`src/rtl/alu_reg_issue.sv`:
```
// alu_reg_issue: register file and issue stage feeding a combinational 8-bit ALU
// Ports: clk; reset_n (synchronous, active-low); instr_valid_i/instr_ready_o handshake for
// instr_op_i/instr_rd_i/instr_rs1_i/instr_rs2_i; alu_a_o/alu_b_o/alu_op_o driven from EX
// registers with alu_res_i returned; wb_valid_o/wb_rd_o/wb_data_o write-back pulse;
// dbg_addr_i/dbg_data_o combinational RF read (r0 reads 0).
// Define ALU_REG_ISSUE_FWD_EN to forward alu_res_i into operands instead of stalling.
module alu_reg_issue (
  input  logic       clk,
  input  logic       reset_n,
  input  logic       instr_valid_i,
  output logic       instr_ready_o,
  input  logic [2:0] instr_op_i,
  input  logic [2:0] instr_rd_i,
  input  logic [2:0] instr_rs1_i,
  input  logic [2:0] instr_rs2_i,
  output logic [7:0] alu_a_o,
  output logic [7:0] alu_b_o,
  output logic [2:0] alu_op_o,
  input  logic [7:0] alu_res_i,
  output logic       wb_valid_o,
  output logic [2:0] wb_rd_o,
  output logic [7:0] wb_data_o,
  input  logic [2:0] dbg_addr_i,
  output logic [7:0] dbg_data_o
);
  logic [7:0] rf_q [8];
  logic [7:0] rf_d [8];
  logic       ex_v_q, ex_v_d, wb_v_q, wb_v_d;
  logic [7:0] ex_a_q, ex_a_d, ex_b_q, ex_b_d, wb_data_q, wb_data_d;
  logic [2:0] ex_op_q, ex_op_d, ex_rd_q, ex_rd_d, wb_rd_q, wb_rd_d;
  logic       fwd_a, fwd_b, stall, acc;
  logic [7:0] op_a, op_b;
`ifdef ALU_REG_ISSUE_FWD_EN
  assign fwd_a = ex_v_q && ex_rd_q == instr_rs1_i;
  assign fwd_b = ex_v_q && ex_rd_q == instr_rs2_i;
  assign stall = 1'b0;
`else
  assign fwd_a = 1'b0;
  assign fwd_b = 1'b0;
  // the EX result is not yet visible anywhere readable; wait one cycle for the WB bypass
  assign stall = ex_v_q && ex_rd_q != 3'd0 &&
                 (ex_rd_q == instr_rs1_i || ex_rd_q == instr_rs2_i);
`endif
  assign instr_ready_o = reset_n && !stall;
  assign acc = instr_valid_i && instr_ready_o;
  assign op_a = instr_rs1_i == 3'd0 ? 8'h00 : fwd_a ? alu_res_i :
                (wb_v_q && wb_rd_q == instr_rs1_i) ? wb_data_q : rf_q[instr_rs1_i];
  assign op_b = instr_rs2_i == 3'd0 ? 8'h00 : fwd_b ? alu_res_i :
                (wb_v_q && wb_rd_q == instr_rs2_i) ? wb_data_q : rf_q[instr_rs2_i];
  assign alu_a_o = ex_a_q;
  assign alu_b_o = ex_b_q;
  assign alu_op_o = ex_op_q;
  assign wb_valid_o = wb_v_q;
  assign wb_rd_o = wb_rd_q;
  assign wb_data_o = wb_data_q;
  assign dbg_data_o = dbg_addr_i == 3'd0 ? 8'h00 : rf_q[dbg_addr_i];
  always_comb begin
    rf_d = rf_q;
    if (wb_v_q && wb_rd_q != 3'd0) rf_d[wb_rd_q] = wb_data_q;
    ex_v_d = acc;
    ex_a_d = acc ? op_a : ex_a_q;
    ex_b_d = acc ? op_b : ex_b_q;
    ex_op_d = acc ? instr_op_i : ex_op_q;
    ex_rd_d = acc ? instr_rd_i : ex_rd_q;
    wb_v_d = ex_v_q;
    wb_rd_d = ex_v_q ? ex_rd_q : wb_rd_q;
    wb_data_d = ex_v_q ? alu_res_i : wb_data_q;
  end
  always_ff @(posedge clk) begin
    if (!reset_n) begin
      rf_q <= '{default: 8'h00};
      ex_v_q <= 1'b0;
      ex_a_q <= 8'h00;
      ex_b_q <= 8'h00;
      ex_op_q <= 3'd0;
      ex_rd_q <= 3'd0;
      wb_v_q <= 1'b0;
      wb_rd_q <= 3'd0;
      wb_data_q <= 8'h00;
    end else begin
      rf_q <= rf_d;
      ex_v_q <= ex_v_d;
      ex_a_q <= ex_a_d;
      ex_b_q <= ex_b_d;
      ex_op_q <= ex_op_d;
      ex_rd_q <= ex_rd_d;
      wb_v_q <= wb_v_d;
      wb_rd_q <= wb_rd_d;
      wb_data_q <= wb_data_d;
    end
  end
endmodule
```
`config.mk`:
```
export PLATFORM = sky130hd
export DESIGN_NAME = alu_reg_issue
export DESIGN_NICKNAME = d
export VERILOG_FILES = /design/src/rtl/alu_reg_issue.sv
export SDC_FILE = /design/constraint.sdc
export NUM_CORES = 1
export LEC_CHECK = 0
export ABC_AREA = 1
export BUFFER_PORTS_ARGS = -buffer_cell sky130_fd_sc_hd__clkbuf_2
export CORE_ASPECT_RATIO = 1.75
export CORE_MARGIN = 8
export CORE_UTILIZATION = 40
export CTS_CLUSTER_DIAMETER = 120
export CTS_CLUSTER_SIZE = 14
export DETAILED_ROUTE_END_ITERATION = 10
export PLACE_DENSITY = 0.59
export SETUP_SLACK_MARGIN = 0.02
export SYNTH_ARGS = -nofsm -noshare
export SYNTH_HDL_FRONTEND = slang
export SYNTH_SLANG_ARGS = --single-unit
```
`constraint.sdc`:
```
create_clock -name clk -period 3.25 [get_ports clk]
set_clock_uncertainty 0.2 [all_clocks]
set_input_delay 0.4875 -clock clk [delete_from_list [all_inputs] [get_ports clk]]
set_output_delay 0.4875 -clock clk [all_outputs]
set_load 0.01 [all_outputs]
```
=== After elaboration in Yosys (flattened, before gate mapping) ===
Index checks and enable logic that the tools add are counted.

* Order comparisons: 5
* Muxes and demuxes: 17
* Reduce and logical (&&, ||, !) cells: 15
* Bitwise operators: 4
* Eq/ne operators: 4

{| class="wikitable"
|+ Operator list
! operator !! number
|-
| $mux W8 || 12
|-
| $bmux W8 S3 || 3
|-
| $bwmux W64 || 1
|-
| $demux W8 S3 || 1
|-
| $ge A4 B4 Y1 const B || 4
|-
| $not A3 Y4 || 4
|-
| $eq A3 B3 Y1 || 4
|-
| $logic_not A3 Y1 || 3
|-
| $logic_and A1 B1 Y1 || 8
|-
| $reduce_bool A3 Y1 || 2
|-
| $lt A4 B1 Y1 const B || 1
|-
| $logic_not A1 Y1 || 1
|-
| $logic_or A1 B1 Y1 || 1
|}

* Word-level logic and storage cells: 61
* Output and inout port bits: 40
* Bits in registers: 99
* Bits of input ports: 26

=== Logic depth before layout (Yosys ltp) ===
Gate-level depths: netlist of run 1.

* Depth after elaboration: 6
* Depth in mapped cells: 14

=== Worst setup path before layout of run 1 ===
Ideal clock, no wire load.

* Kind: input to output
* Start: input port dbg_addr_i[1]
* End: output port dbg_data_o[5]
* Slack: 1187 ps
* Path buffers: 1
* Data required time: 2562 ps
* Cell stages on the path: 6
* Arrival time: 1375 ps
* Cell sequence: inv_1 -> clkbuf_1 -> o21ai_0 -> o21ai_0 -> o21ai_1 -> a31oi_1

* Cells in the longest elaborated chain, start to end: 5
* Elaborated cells on any way between the ends: 6

{| class="wikitable"
|+ Ends and longest elaborated chain
! element !! RTL line !! source
|-
| start: declaration || 23 || <nowiki>input logic [2:0] dbg_addr_i,</nowiki>
|-
| $not A3 Y4 (not written as such) || 56 || <nowiki>assign dbg_data_o = dbg_addr_i == 3'd0 ? 8'h00 : rf_q[dbg_addr_i];</nowiki>
|-
| $bmux W8 S3 || 56 ||
|-
| $mux W8 (not written as such) (2 in series) || 56 ||
|-
| $mux W8 * || 56 ||
|-
| end: declaration || 24 || <nowiki>output logic [7:0] dbg_data_o</nowiki>
|}

Every way passes the cells marked *; elsewhere a longest branch is shown, timed or not. The select of a mux whose other input is x is not followed.

=== Final worst setup path of run 1 ===
* Start: input port dbg_addr_i[0]
* End: output port dbg_data_o[3]

Same word-level chain as after synthesis.

==> results of run 1 <==
cells by family after synthesis:
family	count (synthesis)	share of synthesized area, %
and+or+nand+nor	439	32.99
buffers and inverters	140	11.19
AOI/OAI and AO/OA	223	20.13
xor gates and xnor gates	2	0.3128
DFF	99	35.38
per-layer routing:
layer,track usage [%],routed length (µm),vias to the layer above,share of wire [%]
li1,-,-,2991,-
met1,25.65,7858,2601,42
met2,33.53,9030,210,49
met3,2.941,1101,25,5.9
met4,8.318,537,0,2.9
met5,0,0,-,0
worst max-delay path by stage:
stage / from / end / slack, ns / depth (start not counted)
floorplan: dbg_addr_i[1] / dbg_data_o[5] / 1.19 / 6
global placement: dbg_addr_i[0] / dbg_data_o[2] / 0.40 / 6
detailed placement: dbg_addr_i[0] / dbg_data_o[3] / 0.40 / 8
CTS: dbg_addr_i[0] / dbg_data_o[3] / 0.39 / 8
global route: dbg_addr_i[0] / dbg_data_o[3] / 0.14 / 8
finish: dbg_addr_i[0] / dbg_data_o[3] / 0.38 / 8
placed cells by master, fill, tap and decap left out, types with 3 or more instances in the layout:
master     instances
a21oi_1           79
a31oi_1            7
buf_4             13
clkbuf_16          9
clkbuf_2          65
clkinv_1           5
dfxtp_1           99
inv_1             59
inv_2             11
nand2_1          192
nand2_2            3
nand3_1          111
nor2_1           117
o21ai_0          127
o21ai_1            8
or2_2              8
worst max-delay path, stage by stage:
cell	delay, ns
clkbuf_2	0.36
inv_2	0.37
a21oi_1	0.24
o21ai_0	0.15
o21ai_0	0.12
o21ai_0	0.10
a31oi_1	0.18
clkbuf_2	0.16
sequential cells by signal, summed over array words and instances, names as in the netlist:
| name | count |
|---|---|
| alu_op_o | 3 |
| wb_rd_o | 3 |
| ex_v_q | 1 |
| alu_b_o | 8 |
| wb_data_o | 8 |
| alu_a_o | 8 |
| rf_q | 64 |
| ex_rd_q | 3 |
| wb_valid_o | 1 |
area by class of cell:
cell class,count,area share (%)
clock inverter,5,0.5856
inverter,76,4.645
multi-input combinational,664,48.30
timing repair buffer,78,6.826
tap,177,3.574
clock buffer,11,4.079
sequential,99,31.99
cell usage after synthesis (all sizes together):
cell type  instances
inv               71
or2               10
nor2             120
nand2            195
nor3               2
xnor2              2
a31oi              7
a21oi             79
o21ai            135
nand3            112
clkinv             5
clkbuf            27
buf               37
o22ai              2
dfxtp             99
metrics by stage:
stage | hold WS (ns) | worst slack, ns | power [mW]
2_1_floorplan | 0.2170 | 1.187 | 1.582
3_3_place_gp | 0.2477 | 0.4041 | 1.703
5_1_grt | 0.1311 | 0.1440 | 2.854
3_5_place_dp | 0.2489 | 0.3998 | 1.703
6_report | 0.1253 | 0.3824 | 2.731
4_1_cts | 0.1244 | 0.3937 | 2.750
power groups by stage:
stage	Combinational, mW	Clock [mW]	Sequential (mW)
global placement	0.385	0	1.32
CTS	0.387	1.07	1.29
global route	0.438	1.12	1.30
floorplan	0.276	0	1.31
detailed placement	0.386	0	1.32
finish	0.386	1.05	1.29
==> summary.md, run 1 <==
| Metric | Value |
|---|---|
| Sw Ratio | 29.03% |
| Post-Route Setup TNS | 0 ns |
| IO buf count | 65 |
| Fmax | 348.7 MHz |
| Post-Syn Nets | 929 |
| Reg2reg setup slack | 1.02 ns |
| Synth top area share | 35.38% |
| Hold Path Depth | 3 |
| Fraction of layout cells with a size suffix above 1 | 12.97% |
| Status | completed |
| Synth Warn # | 0 |
| Hold endpoint | alu_op_o[2]$_SDFFE_PN0P_ |
| Synth area leaders | dfxtp_1 (35%), nand2_1 (13%), o21ai_0 (11%) |
| Post-synth cell types | 26 |
| Placed wire-length estimate | 13150 µm |
| WL/cell | 16.69 µm |
| Synth Area per Inst | 6.203 µm² |
| Area leader, netlist | dfxtp_1 |
| Clock latency on the worst-skew pair | 0.35 ns |
| Final setup fails | 0 |
| Synthesized cell area | 0.005602 mm² |
| Vias | 5827 |
| Sinks on Clock Net | 99 |
| Slew margin rel. | 54.69% |
| Reg clk slew, reported paths | 0.07 ns |
| Post-synthesis instance total | 903 |
| Multi-input logic area | 0.002993 mm² |
| Top Ports | 66 |
| Number of remaining DRC errors | 0 |
| Die ar. | 0.01820 mm² |
| Final-report max-slew violation count | 0 |
| Global-route wire length before repair | 29930 µm |
| Final Util | 45.01% |
| GRT Util Overall | 20.31% |
| Maxcap violations | 0 |
| Initial antenna violation count | 0 |
| Nets@finish | 954 |
| Vias in the first global route | 5426 |
| Seq pwr share | 47.2% |
| Layout area overhead | 10.61% |
| Placed Cells | 1094 |
| Register area share after synthesis | 35.38% |
| GRT Residual Overflow | 0 |
| Synthesis-stage register bit count | 99 |
| Worst setup path category | in -> out |
| Clk network pwr share | 38.6% |
| Crit end category | output port |
| Core area | 0.01376 mm² |
| R2R Path End | alu_b_o[1]$_SDFFE_PN0P_ |
| PostCTS Resize Cnt | 0 |
| Final Wtd Congestion | 0.8905 |
| Routed Antenna Nets | 0 |
| Starting DRT DRC Count | 468 |
| Slew @ Worst Pin | 0.6797 ns |
| Worst min path class | in -> reg |
| Drt total wl | 18530 µm |
| R2R Path Start | ex_v_q$_SDFF_PN0_ |
| Worst Hold Launch | instr_op_i[2] |
| Clk root buf | clkbuf_16 |
| Final worst path period share | 88.23% |
| FF+latch area | 0.001982 mm² |
| Maximum fanout along the worst path | 45 |
| Layout filler cell count | 1505 |
| Startpoint Class | primary input |
| Final min period | 2.868 ns |
| RSZ-0062 raised after global routing | no |
| Arr. time, crit path | 2.18 ns |
| Final Non-Filler Cells | 1110 |
| # rows | 57 |
| DR pass1 iterations | 5 |
| CTS tree | built |
| CTS H-tree depth | 3 |
| Combinational Power Share | 14.1% |
| Vias per cell | 5.250 |
| Placed Area | 0.005907 mm² |
| Largest net degree at the start of global routing | 73 |
| Internal | 1.938 mW |
| Initial Utilization | 40.70% |
| Worst R2R Path Depth | 8 |
| Design area | 0.006196 mm² |
| Ant diodes | 0 |
| Setup bufs post-CTS | 0 |
| CTS Buf Count | 9 |
| Req. time, crit path | 2.56 ns |
| Power Density | 440.8 mW/mm² |
| Final Hold Fails | 0 |
| Switching power | 792.8 µW |
| Die height | 172.5 µm |
| Die W | 105.5 µm |
| Hold Buf Count CTS | 0 |
| Leak pwr | 2.814 nW |
| Max Root-Sink Buffers | 2 |
| Peak VDD IR | 0.2798 mV |
(Power assumes the default switching activity.)
==> inputs of run 2 (changes only) <==
--- a/config.mk
+++ b/config.mk
@@ -7,7 +7,7 @@
 export LEC_CHECK = 0
 export ABC_AREA = 1
 export BUFFER_PORTS_ARGS = -buffer_cell sky130_fd_sc_hd__clkbuf_2
-export CORE_ASPECT_RATIO = 1.75
+export CORE_ASPECT_RATIO = 2
 export CORE_MARGIN = 8
 export CORE_UTILIZATION = 40
 export CTS_CLUSTER_DIAMETER = 120
==> summary.md, run 2 (synthesis results as in run 1) <==
| Metric | Value |
|---|---|
| Final worst path period share | 84.20% |
| Layout area overhead | 10.70% |
| IO buf count | 65 |
| Largest net degree at the start of global routing | 48 |
| Clk network pwr share | 38.0% |
| Most used cell, CP | clkbuf_2 |
| Setup bufs post-CTS | 0 |
| CTS H-tree depth | 3 |
| Routed Antenna Nets | 0 |
| Fmax | 365.4 MHz |
| Switching power | 778.3 µW |
| Number of remaining DRC errors | 0 |
| Die ar. | 0.01828 mm² |
| Die height | 183.4 µm |
| Worst setup path category | in -> out |
| Die W | 99.68 µm |
| R2R Path Start | ex_v_q$_SDFF_PN0_ |
| Slew @ Worst Pin | 0.8397 ns |
| GRT Residual Overflow | 0 |
| Post-Route Setup TNS | 0 ns |
| Sinks on Clock Net | 99 |
| Final Wtd Congestion | 0.8763 |
| Final min period | 2.737 ns |
| Final Hold Fails | 0 |
| Max incr delay on CP | 0.51 ns |
| Design area | 0.006201 mm² |
| Status | completed |
| # rows | 61 |
| Slowest-stage cell, CP | inv_2 |
| GRT Util Overall | 20.62% |
| Power Density | 435.0 mW/mm² |
| Hold Buf Count CTS | 0 |
| Crit end category | output port |
| Ant diodes | 0 |
| Layout filler cell count | 1486 |
| Core area | 0.01381 mm² |
| Startpoint Class | primary input |
| Global-route wire length before repair | 29340 µm |
| Combinational Power Share | 14.2% |
| Fraction of layout cells with a size suffix above 1 | 12.86% |
| Nets@finish | 954 |
| Internal | 1.919 mW |
| Initial Utilization | 40.55% |
| Grt met2 use | 35.54% |
| CTS Buf Count | 9 |
| WL/cell | 16.57 µm |
| Leak pwr | 2.808 nW |
| Placed wire-length estimate | 13490 µm |
| Vias | 5853 |
| Final setup fails | 0 |
| Vias per cell | 5.217 |
| Slew margin rel. | 43.81% |
| Top Ports | 66 |
| Critical Path Start | dbg_addr_i[0] |
| Clk root buf | clkbuf_16 |
| Final-report max-slew violation count | 0 |
| DR pass1 iterations | 5 |
| Req. time, crit path | 2.56 ns |
| Maximum fanout along the worst path | 45 |
| Placement Setup Slack | 0.4940 ns |
| RSZ-0062 raised after global routing | no |
| Final setup margin | 0.5134 ns |
| CTS tree | built |
| Clock latency on the worst-skew pair | 0.36 ns |
| Maxcap violations | 0 |
| Most frequent cells in the layout | nand2_1 (192), o21ai_0 (127), nor2_1 (117) |
| PostCTS Resize Cnt | 0 |
| Met1 Resource Use GR | 23.10% |
| Max Root-Sink Buffers | 2 |
| Reg with most FFs | rf_q |
| Starting DRT DRC Count | 659 |
| Initial antenna violation count | 0 |
| Met3 Resource Use GR | 2.507% |
| Placed Area | 0.005922 mm² |
| Sw Ratio | 28.85% |
| Worst min path class | in -> reg |
| Flip-flop count of the largest register after layout | 64 |
| Crit-path cells | clkbuf_2, inv_2, nand3_1, o21ai_0, nor2_1, clkbuf_2 |
| Global route hottest layer | met2 |
| Reg clk slew, reported paths | 0.07 ns |
| Commonest non-fill, non-tap cell in the layout | nand2_1 |
| Seq pwr share | 47.8% |
| Peak VDD IR | 0.3023 mV |
| Worst Hold Launch | instr_rd_i[1] |
| Arr. time, crit path | 2.05 ns |
| Drt total wl | 18590 µm |
| Vias in the first global route | 5529 |
-- run 2: final cells by class --
cell class / count / area (µm²) / share of cell area, %
multi-input cells: 664 / 2993 / 48.26
flip-flops and latches: 99 / 1982 / 31.96
repair buffers: 78 / 422.9 / 6.820
inverters: 76 / 287.8 / 4.641
clock buffers: 11 / 242.7 / 3.914
well taps: 189 / 236.5 / 3.814
clock inverters: 5 / 36.28 / 0.5851
-- run 2: final timing paths --
path / end / slack (ns) / cells after the start
setup / recovery: dbg_data_o[2] / 0.51 / 6
setup reg to reg: alu_b_o[4]$_SDFFE_PN0P_ / 1.01 / 8
hold reg to reg: alu_op_o[1]$_SDFFE_PN0P_ / 0.27 / 2
hold / removal: ex_rd_q[1]$_SDFFE_PN0P_ / 0.12 / 3
-- run 2: per-layer routing --
metal / share of wire [%] / vias up / wire length (µm)
met5: 0 / - / 0
met4: 5.7 / 0 / 1056
met3: 4.8 / 45 / 896
met2: 49 / 212 / 9193
met1: 40 / 2610 / 7446
li1: - / 2986 / -
-- run 2: power groups by stage --
stage          registers (mW)  logic, mW  clock network, mW
2_1_floorplan            1.31      0.276                  0
3_3_place_gp             1.32      0.381                  0
3_5_place_dp             1.32      0.384                  0
4_1_cts                  1.29      0.385               1.05
5_1_grt                  1.29      0.434               1.08
6_report                 1.29      0.382               1.03
-- run 2: per-stage QoR --
step	utilization [%]	power, mW	std cells	hold WS (ns)
2_1_floorplan	-	1.582	903	0.2170
3_3_place_gp	42.87	1.698	1106	0.2532
3_5_place_dp	42.87	1.701	1106	0.2567
4_1_cts	44.89	2.727	1122	0.1139
5_1_grt	44.89	2.811	1122	0.1278
6_report	44.89	2.697	1122	0.1216
-- run 2: critical path: cells and delay by family --
family | cells | cell delay (ns)
AOI/OAI and AO/OA | 1 | 0.19
buffers and inverters | 3 | 0.90
and+or+nand+nor | 2 | 0.46
==> inputs of run 3 (changes only) <==
--- a/config.mk
+++ b/config.mk
@@ -13,7 +13,7 @@
 export CTS_CLUSTER_DIAMETER = 120
 export CTS_CLUSTER_SIZE = 14
 export DETAILED_ROUTE_END_ITERATION = 10
-export PLACE_DENSITY = 0.59
+export PLACE_DENSITY = 0.62
 export SETUP_SLACK_MARGIN = 0.02
 export SYNTH_ARGS = -nofsm -noshare
 export SYNTH_HDL_FRONTEND = slang
==> constraint.sdc (replaced) <==
create_clock -name clk -period 2.49 [get_ports clk]
set_clock_uncertainty 0.2 [all_clocks]
set_input_delay 0.3735 -clock clk [delete_from_list [all_inputs] [get_ports clk]]
set_output_delay 0.3735 -clock clk [all_outputs]
set_load 0.01 [all_outputs]
==> summary.md, run 3 (synthesis results as in run 1) <==
| Metric | Value |
|---|---|
| Flip-flop count of the largest register after layout | 64 |
| Sw Ratio | 29.50% |
| CTS Buf Count | 9 |
| Max incr delay on CP | 0.41 ns |
| GRT Util Overall | 20.36% |
| Power Density | 561.1 mW/mm² |
| Fraction of layout cells with a size suffix above 1 | 14.04% |
| Layout area overhead | 12.82% |
| Final setup fails | 0 |
| Final Util | 45.75% |
| Top Ports | 66 |
| Reg2reg setup slack | 0.51 ns |
| Crit end category | output port |
| Final min period | 2.199 ns |
| Number of remaining DRC errors | 0 |
| Placed wire-length estimate | 13530 µm |
| Combinational Power Share | 14.5% |
| Die height | 183.4 µm |
| DR pass1 iterations | 5 |
| Arr. time, crit path | 1.63 ns |
| Sinks on Clock Net | 99 |
| Final Wtd Congestion | 0.8997 |
| Commonest non-fill, non-tap cell in the layout | nand2_1 |
| Initial Utilization | 40.55% |
| Ant diodes | 0 |
| R2R Path End | alu_b_o[4]$_SDFFE_PN0P_ |
| Vias in the first global route | 5511 |
| Startpoint Class | primary input |
| Most frequent cells in the layout | nand2_1 (192), o21ai_0 (127), nor2_1 (117) |
| Worst R2R Path Depth | 10 |
| Layout filler cell count | 1479 |
| Reg with most FFs | rf_q |
| IO buf count | 65 |
| Placed Cells | 1117 |
| Status | completed |
| RSZ-0062 raised after global routing | no |
| Clock latency on the worst-skew pair | 0.36 ns |
| Starting DRT DRC Count | 453 |
| Setup bufs post-CTS | 0 |
| Switching power | 1.046 mW |
| Crit-path cells | clkbuf_2, inv_2, o21ai_0, o21ai_0, o21ai_0, a31oi_1, clkbuf_2 |
| Slew margin rel. | 62.61% |
| Reg clk slew, reported paths | 0.07 ns |
| Final Non-Filler Cells | 1136 |
| CTS tree | built |
| Clk root buf | clkbuf_16 |
| Routed Antenna Nets | 0 |
| Maximum fanout along the worst path | 45 |
| Hold Path Depth | 3 |
| Clk network pwr share | 38.2% |
| GRT Residual Overflow | 0 |
| Most used cell, CP | o21ai_0 |
| Drt total wl | 18200 µm |
| Slew @ Worst Pin | 0.5601 ns |
| Hold endpoint | alu_op_o[1]$_SDFFE_PN0P_ |
| Global-route wire length before repair | 29110 µm |
| Largest net degree at the start of global routing | 46 |
| Internal | 2.500 mW |
| Fmax | 454.8 MHz |
| Core area | 0.01381 mm² |
| Final Hold Fails | 0 |
| Vias per cell | 5.206 |
| Initial antenna violation count | 0 |
| Nets@finish | 968 |
| Worst setup path category | in -> out |
| Leak pwr | 2.867 nW |
| CTS H-tree depth | 3 |
| Vias | 5914 |
| Req. time, crit path | 1.92 ns |
| Worst Hold Launch | instr_op_i[1] |
| Die ar. | 0.01828 mm² |
| R2R Path Start | wb_rd_o[1]$_SDFFE_PN0P_ |
| Final-report max-slew violation count | 0 |
| Worst min path class | in -> reg |
| Peak VDD IR | 0.3520 mV |
| WL/cell | 16.02 µm |
| # rows | 61 |
| Slowest-stage cell, CP | inv_2 |
| Post-Route Setup TNS | 0 ns |
| Die W | 99.68 µm |
| Max Root-Sink Buffers | 2 |
| Maxcap violations | 0 |
| Seq pwr share | 47.4% |
| Final worst path period share | 88.30% |
[run 3: changes by cell type in the layout (fill, tap and decap cells not counted), sizes merged]
cell	delta
buf	+11
clkbuf	-2
clkinv	-2
clkinvlp	+2
dlygate4sd3	+3
inv	+2
[run 3: how the worst max path moves through the flow]
stage / startpoint / endpoint / slack [ns] / cells past startpoint
floorplan: dbg_addr_i[1] / dbg_data_o[5] / 0.66 / 6
global placement: dbg_addr_i[1] / dbg_data_o[4] / 0.28 / 6
detailed placement: dbg_addr_i[1] / dbg_data_o[5] / 0.23 / 7
CTS: dbg_addr_i[1] / dbg_data_o[5] / 0.23 / 7
global route: dbg_addr_i[1] / dbg_data_o[3] / 0.03 / 8
finish: dbg_addr_i[0] / dbg_data_o[3] / 0.29 / 7
[run 3: layer usage]
layer  vias up  wire length, µm  track usage, %
met5         -                0               0
li1       3018                -               -
met3        40             1031           3.076
met1      2651             7268           23.13
met4         0              787           11.35
met2       205             9117           35.19
[run 3: metrics by stage]
| step | setup WS (ns) | power [mW] | hold WS, ns | instance area, µm² |
|---|---|---|---|---|
| after floorplan | 0.6553 | 2.064 | 0.2170 | 5602 |
| after global placement | 0.2844 | 2.224 | 0.2399 | 6005 |
| after detailed placement | 0.2335 | 2.227 | 0.2370 | 6005 |
| after CTS | 0.2277 | 3.581 | 0.00001410 | 6316 |
| after global routing | 0.03482 | 3.712 | 0.02624 | 6320 |
| final | 0.2913 | 3.546 | 0.008616 | 6320 |
[run 3: critical path: cells and delay by family]
kind	cells	cell delay, ns
buf+inv	3	0.66
compound gates	4	0.59
[run 3: layout make-up]
| cell class | instances | area [µm²] | area share, % |
|---|---|---|---|
| Multi-Input combinational cell | 664 | 2993 | 47.36 |
| Sequential cell | 99 | 1982 | 31.36 |
| Timing Repair Buffer | 92 | 535.5 | 8.474 |
| Inverter | 76 | 291.5 | 4.613 |
| Tap cell | 189 | 236.5 | 3.742 |
| Clock buffer | 9 | 225.2 | 3.564 |
| Clock inverter | 7 | 56.30 | 0.8909 |
[run 3: what timing repair did]
item | 4_1_cts | 5_1_grt
resized for setup | 0 | 1
endpoints found under the hold margin | 3 | 0
setup endpoints to repair | 0 | 1
hold buffers | 3 | 0
[run 3: power by group through the flow]
stage          combinational (mW)  sequential [mW]  clock, mW
2_1_floorplan               0.360             1.70          0
3_3_place_gp                0.507             1.72          0
3_5_place_dp                0.511             1.72          0
4_1_cts                     0.515             1.68       1.39
5_1_grt                     0.582             1.69       1.44
6_report                    0.513             1.68       1.35
